### src/rtl/uart_rx_unit.sv
// uart_rx_unit
// UART serial receiver with its own oversampling baud-tick generator.
// The rx line is sampled OVERSAMPLE times per bit. Each frame is one start bit,
// DATA_BITS data bits sent LSB first, and one stop bit. Every byte that is
// received correctly is presented with a one-clk done strobe.
//
// Ports
//   clk       system clock; all logic runs on the rising edge
//   PRESETn   synchronous active-low reset of the whole block
//   rx_rst    synchronous active-high reset of the receiver only;
//             the baud generator keeps running
//   rx_en     receiver enable
//   rx        asynchronous serial input, idle high
//   div_in    tick divisor override; 0 selects the default divisor
//   s_tick    oversample tick, a one-clk pulse
//   data_out  last correctly received byte
//   rx_done   one-clk pulse when a valid frame completes
//   rx_error  framing error flag
//   rx_busy   high while a frame is being received
module uart_rx_unit #(
    parameter int DATA_BITS  = 8,
    parameter int CLK_FREQ   = 100_000_000,
    parameter int OVERSAMPLE = 16,
    parameter int BAUD_RATE  = 9600,
    parameter int DIV_W      = 16
) (
    input  logic                 clk,
    input  logic                 PRESETn,
    input  logic                 rx_rst,
    input  logic                 rx_en,
    input  logic                 rx,
    input  logic [DIV_W-1:0]     div_in,
    output logic                 s_tick,
    output logic [DATA_BITS-1:0] data_out,
    output logic                 rx_done,
    output logic                 rx_error,
    output logic                 rx_busy
);

    localparam int DEF_DIV_I = CLK_FREQ / (BAUD_RATE * OVERSAMPLE);
    localparam logic [DIV_W-1:0] DEF_DIV = DIV_W'(DEF_DIV_I);
    localparam int TW = (OVERSAMPLE > 1) ? $clog2(OVERSAMPLE) : 1;
    localparam int BW = $clog2(DATA_BITS + 1);
    localparam logic [TW-1:0] T_MID  = TW'(OVERSAMPLE / 2 - 1);
    localparam logic [TW-1:0] T_END  = TW'(OVERSAMPLE - 1);
    localparam logic [BW-1:0] B_LAST = BW'(DATA_BITS - 1);

    typedef enum logic [2:0] {
        IDLE  = 3'd0,
        START = 3'd1,
        DATA  = 3'd2,
        STOP  = 3'd3,
        ERR   = 3'd4
    } state_t;

    logic [DIV_W-1:0]     div_s;
    logic [DIV_W-1:0]     div_m1_s;
    logic [DIV_W-1:0]     baud_cnt_r;
    logic                 sync1_r;
    logic                 rxs_r;
    state_t               state_r, state_n;
    logic [TW-1:0]        tcnt_r, tcnt_n;
    logic [BW-1:0]        bcnt_r, bcnt_n;
    logic [DATA_BITS-1:0] shreg_r, shreg_n;
    logic [DATA_BITS-1:0] data_n;
    logic                 done_n;
    logic                 err_n;
    logic                 busy_n;

    assign div_s    = (div_in != {DIV_W{1'b0}}) ? div_in : DEF_DIV;
    assign div_m1_s = div_s - {{(DIV_W-1){1'b0}}, 1'b1};

    // Baud counter. Using >= rather than == means that when the divisor shrinks
    // below the current count, the generator ticks on the next clk and wraps.
    always_ff @(posedge clk) begin
        if (!PRESETn) begin
            baud_cnt_r <= {DIV_W{1'b0}};
            s_tick     <= 1'b0;
        end else if (baud_cnt_r >= div_m1_s) begin
            baud_cnt_r <= {DIV_W{1'b0}};
            s_tick     <= 1'b1;
        end else begin
            baud_cnt_r <= baud_cnt_r + {{(DIV_W-1){1'b0}}, 1'b1};
            s_tick     <= 1'b0;
        end
    end

    // Two-flop synchronizer for the asynchronous rx line. It resets to the
    // idle level.
    always_ff @(posedge clk) begin
        if (!PRESETn) begin
            sync1_r <= 1'b1;
            rxs_r   <= 1'b1;
        end else begin
            sync1_r <= rx;
            rxs_r   <= sync1_r;
        end
    end

    // Receiver state and output registers. rx_rst clears the same registers
    // as PRESETn.
    always_ff @(posedge clk) begin
        if (!PRESETn || rx_rst) begin
            state_r  <= IDLE;
            tcnt_r   <= {TW{1'b0}};
            bcnt_r   <= {BW{1'b0}};
            shreg_r  <= {DATA_BITS{1'b0}};
            data_out <= {DATA_BITS{1'b0}};
            rx_done  <= 1'b0;
            rx_error <= 1'b0;
            rx_busy  <= 1'b0;
        end else begin
            state_r  <= state_n;
            tcnt_r   <= tcnt_n;
            bcnt_r   <= bcnt_n;
            shreg_r  <= shreg_n;
            data_out <= data_n;
            rx_done  <= done_n;
            rx_error <= err_n;
            rx_busy  <= busy_n;
        end
    end

    // Next-state and next-output logic for the frame receiver.
    always_comb begin
        state_n = state_r;
        tcnt_n  = tcnt_r;
        bcnt_n  = bcnt_r;
        shreg_n = shreg_r;
        data_n  = data_out;
        done_n  = 1'b0;
        err_n   = rx_error;
        if ((state_r != IDLE) && !rx_en) begin
            // Disabling the receiver mid-frame drops the frame silently.
            state_n = IDLE;
        end else begin
            case (state_r)
                IDLE: begin
                    if (rx_en && !rxs_r) begin
                        state_n = START;
                        tcnt_n  = {TW{1'b0}};
                    end else begin
                        state_n = IDLE;
                    end
                end
                START: begin
                    if (s_tick) begin
                        if (tcnt_r == T_MID) begin
                            if (!rxs_r) begin
                                // Mid start bit is still low: the frame is real
                                // and bit sampling is aligned from this point.
                                state_n = DATA;
                                tcnt_n  = {TW{1'b0}};
                                bcnt_n  = {BW{1'b0}};
                                err_n   = 1'b0;
                            end else begin
                                state_n = IDLE;
                            end
                        end else begin
                            tcnt_n = tcnt_r + {{(TW-1){1'b0}}, 1'b1};
                        end
                    end else begin
                        tcnt_n = tcnt_r;
                    end
                end
                DATA: begin
                    if (s_tick) begin
                        if (tcnt_r == T_END) begin
                            shreg_n = {rxs_r, shreg_r[DATA_BITS-1:1]};
                            tcnt_n  = {TW{1'b0}};
                            bcnt_n  = bcnt_r + {{(BW-1){1'b0}}, 1'b1};
                            if (bcnt_r == B_LAST) begin
                                state_n = STOP;
                            end else begin
                                state_n = DATA;
                            end
                        end else begin
                            tcnt_n = tcnt_r + {{(TW-1){1'b0}}, 1'b1};
                        end
                    end else begin
                        tcnt_n = tcnt_r;
                    end
                end
                STOP: begin
                    if (s_tick) begin
                        if (tcnt_r == T_END) begin
                            if (rxs_r) begin
                                data_n  = shreg_r;
                                done_n  = 1'b1;
                                state_n = IDLE;
                            end else begin
                                err_n   = 1'b1;
                                state_n = ERR;
                            end
                        end else begin
                            tcnt_n = tcnt_r + {{(TW-1){1'b0}}, 1'b1};
                        end
                    end else begin
                        tcnt_n = tcnt_r;
                    end
                end
                ERR: begin
                    if (rxs_r) begin
                        state_n = IDLE;
                    end else begin
                        state_n = ERR;
                    end
                end
                default: begin
                    state_n = IDLE;
                end
            endcase
        end
        busy_n = (state_n == START) || (state_n == DATA) || (state_n == STOP);
    end

endmodule

### config.mk
export PLATFORM = sky130hd
export DESIGN_NAME = uart_rx_unit
export DESIGN_NICKNAME = d
export VERILOG_FILES = /design/src/rtl/uart_rx_unit.sv
export SDC_FILE = /design/constraint.sdc
export NUM_CORES = 1
export LEC_CHECK = 0
export BUFFER_PORTS_ARGS = -buffer_cell sky130_fd_sc_hd__buf_2
export CAP_MARGIN = 20
export CORE_ASPECT_RATIO = 0.9
export CORE_MARGIN = 3
export CORE_UTILIZATION = 52
export DETAILED_ROUTE_END_ITERATION = 10
export GPL_TIMING_DRIVEN = 0
export PLACE_DENSITY = 0.81
export RECOVER_POWER = 100
export SETUP_SLACK_MARGIN = 0.5
export SYNTH_ARGS = -nofsm -noshare
export SYNTH_HDL_FRONTEND = slang
export SYNTH_SLANG_ARGS = --single-unit
### constraint.sdc
create_clock -name clk -period 2.55 [get_ports clk]
set_input_delay 0.255 -clock clk [delete_from_list [all_inputs] [get_ports clk]]
set_output_delay 0.255 -clock clk [all_outputs]
set_load 0.005 [all_outputs]
==> key figures <==
Synth
  – Post-synth EDFFs: 0
  – Count of cell types in the netlist: 48
  – Syn Area/Cell: 8.719 sq um
  – Yosys top cell by area: dfxtp_1
  – Synth async-reset ratio: 0%
  – Post-synthesis sequential area ratio: 35.38%
  – Yosys reg bits: 49
  – Yosys Warn Count: 0
  – Commonest cells post-synth: 59 x nor2_1, 49 x dfxtp_1, 20 x ha_1
  – Top-count cell post-synth: nor2_1
  – Cells after synthesis: 318
  – Post-synth design cell area: 2773 sq um
  – Syn nets: 359
  – Post-synth top flop: dfxtp_1
  – Cells taking the most area after synthesis: dfxtp_1 35%, ha_1 9.0%, nor2_1 8.0%, mux2i_1 6.1%, xor2_1 4.1%
  – Share of the synthesized area in the top cell type: 35.38%

Drt
  – Initial DRC count: 143
  – Via count: 2405
  – Wire per inst: 13.44 um
  – DRT Pass-1 Iters: 5
  – DRT antenna net count: 0
  – Drt total wl: 5.845 mm
  – DR vias/cell: 5.529
  – Remaining DRCs: 0

Clock network
  – TritonCTS clock tree: built
  – Clock-pin transition on the worst setup and hold timing paths: 0.09 ns
  – Hold buffers post-CTS: 0
  – Max Root-Sink Buffers: 2
  – Worst-skew pair later-pin latency: 0.30 ns
  – CTS Buf Count: 5
  – CTS HTree Levels: 2
  – Root Buffer: clkbuf_8
  – Clock Sink Count: 49

Worst setup path
  – Required time of the worst setup path: 2.79 ns
  – Worst reg2reg startpoint: tcnt_r[1]
  – Delay-heaviest family, CP: compound AO/OA/AOI/OAI gates
  – Crit path buf inv count: 5
  – Most used cell, CP: buf_4
  – WP data arrival: 2.73 ns
  – Kind of critical path: in -> reg
  – Max stage delay on crit path: 0.28 ns
  – Crit-path cells: buf_6, inv_2, ha_4, and4_4, buf_4, a21oi_4, nand2b_1, a21oi_2, ha_1, a21o_1, buf_4, o211ai_1, o211ai_1, buf_4, nor2_1
  – Crit Path Max Fanout: 6
  – R2R cell count: 6
  – Crit end category: flip-flop
  – CP Launch Type: input pin
  – Reg-to-Reg End: bcnt_r[1]
  – Worst reg-to-reg setup slack: 0.31 ns
  – Slowest library cell on the worst path: o211ai_1

Floorplan
  – Initial Utilization: 55.62%
  – Row Count: 24
  – Total die area: 6246 sq um
  – Die width: 82.97 um
  – Die Span Y: 75.28 um
  – Core Region: 4985 sq um
  – I/O Pins: 33

Cells and area
  – Post-route cell area: 3368 sq um
  – # nets final: 410
  – Share of cells above drive strength 1: 22.70%
  – Final core occ: 67.57%
  – Filler cells: 418
  – Area grow syn2layout: 21.48%
  – Fin cells: 435
  – Antenna cells: 0

Power and ir drop
  – Total chip power: 0.001373 W
  – Total leakage power: 1.308 nW
  – Power Density: 407.5 nW/um^2
  – VDD IR max: 0.3610 mV

Placed design
  – DP Area: 3049 sq um
  – DP Cell Count: 415
  – Port buffer count: 32
  – DP Wirelength: 4.227 mm
  – Routability cong.: 0.8374
  – Setup WS pre-CTS: -0.5083 ns

STA
  – Post-route setup slack: 0.06369 ns
  – Max Slew Vio Count: 0
  – Fmax: 0.4022 GHz
  – Slew headroom: 56.65%
  – RSZ-0062 raised after global routing: yes
  – Period utilisation layout: 97.50%
  – Worst Clk Skew: 0.003170 ns
  – Min cycle time layout: 2.486 ns
  – Setup violators final: 0
  – Final Hold Vio Count: 0
  – Tightest Pin Transition: 0.6503 ns

GRT
  – Total gr overflow: 0
  – Largest net degree at the start of global routing: 16
  – First-pass GRT wire length: 9.680 mm
  – GRT Overall Usage: 18.87%
  – Number of global-route vias before repair: 2164
  – Initial antenna violation count: 0

Worst hold path
  – Worst Hold End: sync1_r
  – Hold path startpoint: rx
  – Hold crit path type: in -> reg
  – Hold Path Depth: 2

Outcome
  – Status: finished, final reports clean

Flow run
  – Max-Cap Viols: 0
==> placed cells by master (no fill, tap or decap), types with 6 or more instances in the layout <==
cell type	instances
buf_2	14
dfxtp_1	48
buf_4	14
nor3_1	10
nand3_1	8
clkbuf_8	6
a21oi_1	13
buf_6	8
mux2i_1	17
nor2_2	8
xor2_1	13
nor2_1	51
clkbuf_1	16
o21ai_0	8
ha_1	19
nand2b_1	8
nand2_1	16
xnor2_1	11
==> worst max-delay path by stage <==
stage / startpoint / to / slack [ns] / depth (start not counted)
after floorplan: div_in[1] / baud_cnt_r[11] / 0.11 / 13
after global placement: div_in[1] / baud_cnt_r[12] / -0.45 / 14
after detailed placement: div_in[1] / baud_cnt_r[9] / -0.51 / 14
after CTS: div_in[3] / baud_cnt_r[6] / 0.30 / 14
after global routing: div_in[0] / baud_cnt_r[13] / -0.08 / 15
final: div_in[0] / baud_cnt_r[6] / 0.06 / 15
==> per-stage QoR <==
| stage | setup TNS, ns | hold slack (ns) |
|---|---|---|
| after floorplan | 0 | 0.3280 |
| after global placement | -5.567 | 0.3887 |
| after detailed placement | -6.539 | 0.3938 |
| after CTS | 0 | 0.1586 |
| after global routing | -0.8368 | 0.1572 |
| final | 0 | 0.1623 |
==> what timing repair did <==
item,4_1_cts,5_1_grt
setup endpoints to repair,17,42
resized for setup,32,21
cloned,1,0
setup buffers,8,3
pin swaps,27,24
==> report_power, final <==
| group | internal (W) | total [W] | leakage [nW] | switching (W) |
|---|---|---|---|---|
| clock network | 0.000196 | 0.000446 | 0.0456 | 0.000250 |
| logic | 0.0000690 | 0.000148 | 0.866 | 0.0000795 |
| registers | 0.000771 | 0.000778 | 0.396 | 0.00000743 |
| total | 0.00104 | 0.00137 | 1.31 | 0.000337 |
==> registers in the layout, indices dropped and copies added, names as in the netlist <==
register	cells
bcnt_r	4
rx_busy	1
rx_done	1
tcnt_r	4
shreg_r	8
rxs_r	1
sync1_r	1
data_out	8
state_r	3
baud_cnt_r	16
rx_error	1
s_tick	1
==> cell families after synthesis <==
group	Yosys count	synth area share [%]
AND/OR/NAND/NOR	150	28.16
flip-flops	49	35.38
AO/OA/AOI/OAI	44	11.19
XOR/XNOR	24	7.581
adder cells (fa/ha/maj)	20	9.025
multiplexers	17	6.137
buffers and inverters	14	2.526
==> layout make-up <==
cell class                 instances  area [sq um]  share of cell area (%)
multi-input combinational        255          1849                   54.90
clock buffer                       6         72.57                   2.155
timing repair buffer              44         290.3                   8.618
inverter                           5         18.77                  0.5572
sequential                        49         982.2                   29.16
tap                               65         81.33                   2.415
buffer                             9         60.06                   1.783
clock inverter                     2         13.76                  0.4086
==> routing by layer <==
layer | track usage [%] | vias up | wire [um] | part of all wire, %
met3 | 3.720 | 8 | 240 | 4.1
met5 | 0 | - | 0 | 0
li1 | - | 1219 | - | -
met1 | 25.35 | 1139 | 2759 | 47
met2 | 31.94 | 39 | 2766 | 47
met4 | 4.356 | 0 | 79 | 1.4
==> worst register-to-register path: stages, from the launching register on <==
cell	delay, ns
dfxtp_1	0.39
ha_1	0.22
nand3_1	0.22
or2_2	0.34
clkbuf_1	0.29
o41ai_2	0.57
nor2_1	0.09
No activity file was read; power rests on OpenSTA's default activity.
